--- config.mk ---
export PLATFORM = sky130hd
export DESIGN_NAME = pwm_duty_ramp
export DESIGN_NICKNAME = d
export VERILOG_FILES = /design/src/rtl/pwm_duty_ramp.sv
export SDC_FILE = /design/constraint.sdc
export NUM_CORES = 1
export LEC_CHECK = 0
export CORE_UTILIZATION = 30
export CTS_BUF_LIST = sky130_fd_sc_hd__clkbuf_4 sky130_fd_sc_hd__clkbuf_8 sky130_fd_sc_hd__clkbuf_16
export DETAILED_ROUTE_END_ITERATION = 10
export DONT_BUFFER_PORTS = 1
export GPL_TIMING_DRIVEN = 1
export PLACE_DENSITY = 0.53
export SYNTH_ARGS = -nofsm -noshare
export SYNTH_HDL_FRONTEND = slang
export SYNTH_SLANG_ARGS = --single-unit
--- constraint.sdc ---
create_clock -name i_clk -period 5.1 [get_ports i_clk]
set_input_delay 1.02 -clock i_clk [delete_from_list [all_inputs] [get_ports i_clk]]
set_output_delay 1.02 -clock i_clk [all_outputs]
set_load 0.005 [all_outputs]
--- src/rtl/pwm_duty_ramp.sv ---
// pwm_duty_ramp: generates the PWM enable tick from a free-running prescaler
// and ramps the PWM duty value toward a loaded target. The ramp either fades
// to a level and holds there, or breathes as a triangle between 0 and the target.
module pwm_duty_ramp #(
  parameter int PRESCALE   = 3921,
  parameter int STEP_TICKS = 256
) (
  input  logic       i_clk,
  input  logic       i_rst,
  input  logic [7:0] i_target,
  input  logic [3:0] i_step,
  input  logic       i_mode,
  input  logic       i_load,
  output logic       o_en,
  output logic [7:0] o_duty,
  output logic       o_busy,
  output logic       o_done
);

  // Counter widths. A width of 1 is kept for degenerate parameter values.
  localparam int PW = (PRESCALE > 1) ? $clog2(PRESCALE) : 1;
  localparam int TW = (STEP_TICKS > 1) ? $clog2(STEP_TICKS) : 1;
  localparam logic [PW-1:0] PRE_LAST  = PW'(PRESCALE - 1);
  localparam logic [TW-1:0] TICK_LAST = TW'(STEP_TICKS - 1);

  typedef enum logic [1:0] {
    ST_IDLE = 2'd0,
    ST_UP   = 2'd1,
    ST_DOWN = 2'd2,
    ST_HOLD = 2'd3
  } state_t;

  // Registered state
  logic [PW-1:0] r_pre_cnt;
  logic          r_en;
  logic [TW-1:0] r_tick_cnt;
  state_t        r_state;
  logic [7:0]    r_duty;
  logic          r_busy;
  logic          r_done;
  logic [7:0]    r_tgt;
  logic [3:0]    r_step;
  logic          r_mode;

  // Combinational helpers
  logic          w_step_evt;
  logic [3:0]    w_step_eff;
  logic [8:0]    w_sum9;
  logic [8:0]    w_diff9;
  logic [7:0]    w_floor;
  logic          w_up_reach;
  logic          w_dn_reach;

  // Next-state values
  state_t        w_state_nxt;
  logic [7:0]    w_duty_nxt;
  logic          w_done_nxt;
  logic [7:0]    w_tgt_nxt;
  logic [3:0]    w_step_nxt;
  logic          w_mode_nxt;

  // Free-running prescaler; en is the registered terminal-count flag.
  always_ff @(posedge i_clk or posedge i_rst) begin
    if (i_rst) begin
      r_pre_cnt <= {PW{1'b0}};
      r_en      <= 1'b0;
    end else begin
      if (r_pre_cnt == PRE_LAST) begin
        r_pre_cnt <= {PW{1'b0}};
      end else begin
        r_pre_cnt <= r_pre_cnt + PW'(1);
      end
      r_en <= (r_pre_cnt == PRE_LAST);
    end
  end

  // Step timer counts en pulses; it is never restarted by load.
  always_ff @(posedge i_clk or posedge i_rst) begin
    if (i_rst) begin
      r_tick_cnt <= {TW{1'b0}};
    end else if (r_en) begin
      if (r_tick_cnt == TICK_LAST) begin
        r_tick_cnt <= {TW{1'b0}};
      end else begin
        r_tick_cnt <= r_tick_cnt + TW'(1);
      end
    end else begin
      r_tick_cnt <= r_tick_cnt;
    end
  end

  assign w_step_evt = r_en && (r_tick_cnt == TICK_LAST);
  assign w_step_eff = (i_step == 4'd0) ? 4'd1 : i_step;

  // Ramp arithmetic is done one bit wider so overshoot/undershoot is visible.
  assign w_sum9     = {1'b0, r_duty} + {5'd0, r_step};
  assign w_diff9    = {1'b0, r_duty} - {5'd0, r_step};
  assign w_floor    = r_mode ? 8'd0 : r_tgt;
  assign w_up_reach = (w_sum9 >= {1'b0, r_tgt});
  assign w_dn_reach = w_diff9[8] || (w_diff9[7:0] <= w_floor);

  // Next-state logic: load has priority over any step event.
  always_comb begin
    w_state_nxt = r_state;
    w_duty_nxt  = r_duty;
    w_done_nxt  = 1'b0;
    w_tgt_nxt   = r_tgt;
    w_step_nxt  = r_step;
    w_mode_nxt  = r_mode;

    if (i_load) begin
      w_tgt_nxt  = i_target;
      w_step_nxt = w_step_eff;
      w_mode_nxt = i_mode;
      if (i_target > r_duty) begin
        w_state_nxt = ST_UP;
      end else if (i_target < r_duty) begin
        w_state_nxt = ST_DOWN;
      end else if (!i_mode) begin
        w_state_nxt = ST_HOLD;
        w_done_nxt  = 1'b1;
      end else if (i_target == 8'd0) begin
        // Breathing between 0 and 0 has nothing to do.
        w_state_nxt = ST_HOLD;
        w_done_nxt  = 1'b1;
      end else begin
        w_state_nxt = ST_DOWN;
      end
    end else begin
      case (r_state)
        ST_UP: begin
          if (w_step_evt) begin
            if (w_up_reach) begin
              w_duty_nxt = r_tgt;
              if (r_mode) begin
                w_state_nxt = ST_DOWN;
              end else begin
                w_state_nxt = ST_HOLD;
                w_done_nxt  = 1'b1;
              end
            end else begin
              w_duty_nxt = w_sum9[7:0];
            end
          end else begin
            w_duty_nxt = r_duty;
          end
        end
        ST_DOWN: begin
          if (w_step_evt) begin
            if (w_dn_reach) begin
              w_duty_nxt = w_floor;
              if (r_mode) begin
                w_state_nxt = ST_UP;
              end else begin
                w_state_nxt = ST_HOLD;
                w_done_nxt  = 1'b1;
              end
            end else begin
              w_duty_nxt = w_diff9[7:0];
            end
          end else begin
            w_duty_nxt = r_duty;
          end
        end
        ST_IDLE: begin
          w_state_nxt = ST_IDLE;
        end
        ST_HOLD: begin
          w_state_nxt = ST_HOLD;
        end
        default: begin
          w_state_nxt = ST_IDLE;
          w_duty_nxt  = 8'd0;
        end
      endcase
    end
  end

  // State, duty and status registers; busy follows the next state.
  always_ff @(posedge i_clk or posedge i_rst) begin
    if (i_rst) begin
      r_state <= ST_IDLE;
      r_duty  <= 8'd0;
      r_busy  <= 1'b0;
      r_done  <= 1'b0;
      r_tgt   <= 8'd0;
      r_step  <= 4'd1;
      r_mode  <= 1'b0;
    end else begin
      r_state <= w_state_nxt;
      r_duty  <= w_duty_nxt;
      r_busy  <= (w_state_nxt == ST_UP) || (w_state_nxt == ST_DOWN);
      r_done  <= w_done_nxt;
      r_tgt   <= w_tgt_nxt;
      r_step  <= w_step_nxt;
      r_mode  <= w_mode_nxt;
    end
  end

  assign o_en   = r_en;
  assign o_duty = r_duty;
  assign o_busy = r_busy;
  assign o_done = r_done;

endmodule

==> impl_metrics.py, run 1 <==
metrics = {
    "place": {
        "routabilityCongestion": 0.828,
        "placedInstanceArea_um2": 3460,
        "post-place-ws_ps": 1020,
        "hpwl_um": 6120,
        "port_buffers": 0,
    },
    "hold_path": {
        "hp-class": "reg -> reg",
        "hold_start": "r_tick_cnt[6]",
        "hold_depth": 1,
        "whs_endpoint": "r_tick_cnt[6]",
    },
    "finish": {
        "design_area_um2": 3550,
        "final_layout_size_suffix_gt1_share_pct": 7.71,
        "layout_common_cells": "nand2_1, dfrtp_1, ha_1, nor2_1, inv_1",
        "area_growth_pct": 5.51,
        "antennaDiodeCount": 0,
        "nets": 432,
    },
    "grt": {
        "grt_start_max_net_pins": 47,
        "grt_use_met1_pct": 19.9,
        "antenna_found_initial": 0,
        "grt_pass1_wl_um": 13300,
        "grt.busiest_layer": "met2",
        "grt_pass1_vias": 2578,
        "overflow": 0,
        "gr-usage-met2_pct": 25.0,
        "grt_usage_pct": 14.9,
        "grt.met3_usage_pct": 2.60,
    },
    "floorplan": {
        "start_util_pct": 30.9,
        "die_w_um": 108,
        "chipHeight_um": 108,
        "placementRows": 38,
        "coreArea_um2": 10900,
        "die_area_um2": 11600,
        "io_pins": 27,
    },
    "critical_path": {
        "worstReg2RegEnd": "o_duty[3]",
        "r2r_cells": 17,
        "crit_path_max_fanout": 16,
        "required_ps": 5300,
        "slowest_stage": "a21oi_2",
        "critPathMaxStageDelay_ps": 610,
        "critPathArrivalTime_ps": 4320,
        "crit_path_cell_trace": "inv_1 > ha_1 > inv_2 > fa_1 > a21oi_1 > nor2b_4 > o41ai_1 > o21ai_0 > ha_1 > nand4_1 > nor2_1 > a211o_1 > a21oi_2 > nor2_1 > a21o_1 > a211oi_1 > a21oi_1",
        "worst-path-buf-inv": 2,
        "critPathTopFamily": "compound AO/OA/AOI/OAI gates",
        "r2r_start": "o_duty[0]",
        "cp-end-kind": "flip-flop",
        "reg2reg_slack_ps": 980,
        "start_kind": "flip-flop",
        "path_class": "reg -> reg",
    },
    "synth": {
        "synth_seq_area_share_pct": 34.3,
        "synth_nets": 438,
        "ys_ff_latch": 46,
        "synthDistinctLibCells": 58,
        "synth_edf_count": 0,
        "synth_async_sr_flop_share_pct": 100,
        "ys.flop_type": "dfrtp_1",
        "netlist_instances": 381,
        "syn_area_per_cell_um2": 8.83,
        "yosysWarningCount": 0,
        "synth_area_um2": 3360,
    },
    "clocking": {
        "cts_made_buffers": 5,
        "clk_path_buf_depth": 2,
        "post-cts-setup-buffers": 0,
        "root_buffer": "clkbuf_8",
        "clk-insertion-delay-late_ps": 320,
        "hold_buffers": 0,
        "cts_htree_levels": 2,
        "clk_pin_slew_ps": 100,
        "clock-sinks": 46,
        "cts_resized": 0,
        "cts_tree": "yes",
    },
    "route": {
        "wirelength_um": 8110,
        "dr.pass1.iters": 4,
        "drt_iter0_drc": 165,
        "wire_per_inst_um": 15.7,
        "ant_nets": 0,
        "drc": 0,
        "num_vias": 2604,
        "viasPerCell": 5.05,
    },
    "sta": {
        "slew_viol_final": 0,
        "grt_setup_unrepaired": "false",
        "hold_viol_final": 0,
        "tns_ps": 0,
        "fin_skew_ps": 16.5,
        "slew_headroom_pct": 32.8,
        "post-route-min-period_ps": 4120,
        "fmax_ghz": 0.243,
        "hold_slack_ps": 481,
        "worst_slack_ps": 978,
        "setup_viol": 0,
        "max_slew.worst_pin.slew_ps": 1000,
        "period_share_pct": 80.8,
    },
    "run_status": {
        "status": "completed",
    },
    "power_and_ir_drop": {
        "p_per_area_nw_per_um2": 535,
        "irDropWorstVdd_uv": 159,
        "power.leakage_uw": 0.00155,
    },
    "flow_run": {
        "drv_cap": 0,
    },
}
==> synthesized netlist by cell type (2+ instances only) <==
| library cell | n | share of area (%) |
|---|---|---|
| a211o_1 | 2 | 0.52 |
| a211oi_1 | 2 | 0.45 |
| a21o_1 | 4 | 0.89 |
| a21oi_1 | 21 | 3.1 |
| a21oi_2 | 2 | 0.52 |
| a311oi_1 | 2 | 0.52 |
| and3_1 | 3 | 0.56 |
| buf_2 | 4 | 0.60 |
| buf_6 | 3 | 1.0 |
| clkbuf_1 | 6 | 0.67 |
| dfrtp_1 | 45 | 33 |
| fa_1 | 2 | 1.2 |
| ha_1 | 39 | 15 |
| inv_1 | 32 | 3.6 |
| inv_2 | 2 | 0.22 |
| mux2_2 | 6 | 2.0 |
| mux2i_1 | 2 | 0.60 |
| nand2_1 | 45 | 5.0 |
| nand2b_1 | 3 | 0.56 |
| nand3_1 | 8 | 1.2 |
| nand4_1 | 13 | 2.4 |
| nor2_1 | 31 | 3.5 |
| nor2b_1 | 5 | 0.93 |
| nor3_1 | 5 | 0.74 |
| nor4_1 | 3 | 0.56 |
| o211ai_1 | 5 | 1.1 |
| o21a_1 | 2 | 0.45 |
| o21ai_0 | 16 | 2.4 |
| o21ai_1 | 15 | 2.2 |
| o41ai_1 | 2 | 0.52 |
| xnor2_1 | 18 | 4.7 |
| xor2_1 | 7 | 1.8 |
==> registers in the layout, indices dropped and copies added, names as in the netlist, 2 cells and up <==
signal / count
r_pre_cnt: 12
o_duty: 8
r_tgt: 8
r_tick_cnt: 8
r_step: 4
r_state: 2
==> where the power goes <==
group          switching, µW  leakage [µW]  internal [µW]
Combinational            672      0.000928            468
Sequential              95.3      0.000581            418
Clock                    147     0.0000408           98.5
==> logic make-up after synthesis <==
group                      share of synthesized area [%]
AOI/OAI and AO/OA                                   16.6
xor gates and xnor gates                            6.51
adders and majority gates                           15.7
buffers and inverters                               6.58
DFF                                                 34.3
muxes                                               2.60
and+or+nand+nor                                     17.8
==> through the flow <==
stage	cells	util (%)	power (µW)
finish	516	32.6	1900
global route	516	32.6	2080
CTS	516	32.6	1910
detailed placement	508	31.7	1650
global placement	508	31.7	1650
floorplan	381	-	1420
==> per-layer routing <==
layer,part of all wire [%],wire [µm],up-vias
met3,4.4,356,7
met4,0.89,72,0
li1,-,-,1314
met5,0,0,-
met1,48,3890,1236
met2,47,3790,47
==> area by class of cell <==
class | count | area [µm²]
fill | 1118 | 7340
multi-input combinational | 286 | 1990
sequential | 46 | 1150
tap | 140 | 175
inverter | 35 | 131
clock buffer | 5 | 68.8
clock inverter | 3 | 23.8
timing repair buffer | 1 | 7.51
==> worst max-delay path by stage <==
stage / slack [ps] / cells after the start / endpoint / from
3_5_place_dp: 1020 / 17 / o_duty[3] / o_duty[0]
3_3_place_gp: 1010 / 16 / o_duty[3] / r_step[0]
2_1_floorplan: 1670 / 16 / o_duty[3] / r_step[0]
5_1_grt: 690 / 16 / o_duty[3] / r_step[0]
4_1_cts: 990 / 17 / o_duty[3] / o_duty[0]
6_report: 980 / 17 / o_duty[3] / o_duty[0]
(Power assumes the default switching activity.)
==> run 2: changes to the inputs <==
--- a/config.mk
+++ b/config.mk
@@ -10,7 +10,7 @@
 export DETAILED_ROUTE_END_ITERATION = 10
 export DONT_BUFFER_PORTS = 1
 export GPL_TIMING_DRIVEN = 1
-export PLACE_DENSITY = 0.53
+export PLACE_DENSITY = 0.54
 export SYNTH_ARGS = -nofsm -noshare
 export SYNTH_HDL_FRONTEND = slang
 export SYNTH_SLANG_ARGS = --single-unit
==> constraint.sdc (replaced) <==
create_clock -name i_clk -period 3.5 [get_ports i_clk]
set_input_delay 0.7 -clock i_clk [delete_from_list [all_inputs] [get_ports i_clk]]
set_output_delay 0.7 -clock i_clk [all_outputs]
set_load 0.005 [all_outputs]
==> impl_metrics.py, run 2 (same netlist as run 1, synthesis figures left out) <==
metrics = {
    "grt": {
        "grt_pass1_wl_um": 14000,
        "grt_start_max_net_pins": 47,
        "grt_usage_pct": 15.8,
        "overflow": 0,
        "antenna_found_initial": 0,
        "grt_pass1_vias": 2799,
    },
    "critical_path": {
        "critPathArrivalTime_ps": 3620,
        "r2r_start": "o_duty[0]",
        "r2r_cells": 13,
        "reg2reg_slack_ps": 70,
        "start_kind": "flip-flop",
        "required_ps": 3690,
        "crit_path_max_fanout": 7,
        "worstReg2RegEnd": "o_busy",
        "path_class": "reg -> reg",
        "cp-end-kind": "flip-flop",
    },
    "finish": {
        "largest_reg_flops": 12,
        "final_layout_size_suffix_gt1_share_pct": 21.5,
        "fin_util_pct": 36.5,
        "antennaDiodeCount": 0,
        "top_register": "r_pre_cnt",
        "layout_common_cells": "dfrtp_1, nand2_1, ha_1, buf_4, inv_1",
        "multi_input_area_um2": 2120,
        "fill_cells": 1117,
        "area_growth_pct": 18.1,
        "regArea_um2": 1150,
        "final_common_cell": "dfrtp_1",
        "nets": 470,
    },
    "clocking": {
        "cts_made_buffers": 5,
        "root_buffer": "clkbuf_8",
        "cts_tree": "yes",
        "clk_pin_slew_ps": 100,
        "clk_path_buf_depth": 2,
        "clk-insertion-delay-late_ps": 320,
        "cts_htree_levels": 2,
        "clock-sinks": 46,
    },
    "floorplan": {
        "die_w_um": 108,
        "start_util_pct": 30.9,
        "coreArea_um2": 10900,
        "chipHeight_um": 108,
        "placementRows": 38,
        "io_pins": 27,
        "die_area_um2": 11600,
    },
    "sta": {
        "worst_slack_ps": 73.4,
        "grt_setup_unrepaired": "true",
        "slew_headroom_pct": 32.1,
        "period_share_pct": 97.9,
        "slew_viol_final": 0,
        "fin_skew_ps": 19.3,
        "setup_viol": 0,
        "max_slew.worst_pin.slew_ps": 1020,
        "fmax_ghz": 0.292,
        "hold_viol_final": 0,
        "post-route-min-period_ps": 3430,
    },
    "power_and_ir_drop": {
        "power.leakage_uw": 0.00177,
        "p_switching_uw": 1530,
        "power.total_uw": 3410,
        "p_int_uw": 1880,
        "p_comb_share_pct": 69.7,
        "p_per_area_nw_per_um2": 859,
        "irDropWorstVdd_uv": 414,
        "swShare_pct": 44.8,
        "p_clk_share_pct": 10.4,
        "p_seq_share_pct": 19.9,
    },
    "route": {
        "drt_iter0_drc": 118,
        "dr.pass1.iters": 4,
        "wirelength_um": 8580,
        "ant_nets": 0,
        "viasPerCell": 4.93,
        "num_vias": 2729,
        "wire_per_inst_um": 15.5,
        "drc": 0,
    },
    "hold_path": {
        "hp-class": "in -> reg",
        "hold_start": "i_load",
        "whs_endpoint": "r_step[0]",
        "hold_depth": 1,
    },
    "run_status": {
        "status": "completed",
    },
    "place": {
        "hpwl_um": 6410,
        "port_buffers": 0,
        "routabilityCongestion": 0.857,
        "post-place-ws_ps": -230,
    },
    "flow_run": {
        "drv_cap": 0,
    },
}
[run 2: cell count changes in the layout (fill, tap and decap cells not counted), moves of 3 or more]
cell | previous run | this run
buf_4 | 1 | 37
a21oi_1 | 21 | 16
o21ai_2 | 1 | 5
o21ai_1 | 15 | 11
a21oi_2 | 2 | 5
[run 2: cell type report]
class	instances	area share, %
Inverter	35	3.31
Timing Repair Buffer	39	7.56
Sequential cell	46	29.0
Multi-Input combinational cell	286	53.4
Clock inverter	3	0.536
Clock buffer	5	1.73
Tap cell	140	4.41
[run 2: worst max-delay path by stage]
stage	from	endpoint	slack, ps	cells after the start
finish	o_duty[0]	o_busy	70	13
global route	r_step[0]	o_duty[3]	-90	16
CTS	r_step[0]	o_duty[5]	7	18
detailed placement	r_step[0]	o_busy	-230	17
global placement	r_step[0]	o_busy	-210	17
floorplan	r_step[0]	o_duty[3]	70	16
[run 2: worst max-delay path: stages (launching register included)]
cell and delay [ps]:
dfrtp_1 410, ha_1 250, fa_1 400, buf_4 150
xnor2_1 220, ha_1 290, a211o_1 300, a31oi_1 240
o311a_1 270, o21ai_4 120, nand2b_1 180, a311oi_2 290
or2_1 140, mux2i_1 60
[run 2: power by group through the flow]
stage	Clock, µW	Combinational [µW]	Sequential, µW
2_1_floorplan	0	1380	699
3_3_place_gp	0	1980	689
3_5_place_dp	0	2010	692
4_1_cts	371	2170	681
5_1_grt	390	2610	690
6_report	355	2380	681
[run 2: per-stage QoR]
step	hold slack (ps)	cells	TNS [ps]	area [µm²]
final	438	554	0	3970
after global routing	430	554	-491	3970
after CTS	425	549	0	3850
after detailed placement	471	537	-1550	3670
after global placement	461	537	-1220	3670
after floorplan	446	381	0	3360
[run 2: repair_timing]
item	CTS	global route
buffers inserted	4	5
hold buffers	0	0
pin swaps	10	15
setup endpoints to repair	12	11
resized for setup	14	17
[run 2: routing by layer]
layer | up-vias | wire length (µm) | global-route usage (%)
met4 | 0 | 94 | 4.79
met2 | 36 | 4130 | 27.0
met3 | 6 | 316 | 3.33
li1 | 1396 | - | -
met1 | 1291 | 4040 | 19.8
met5 | - | 0 | 0
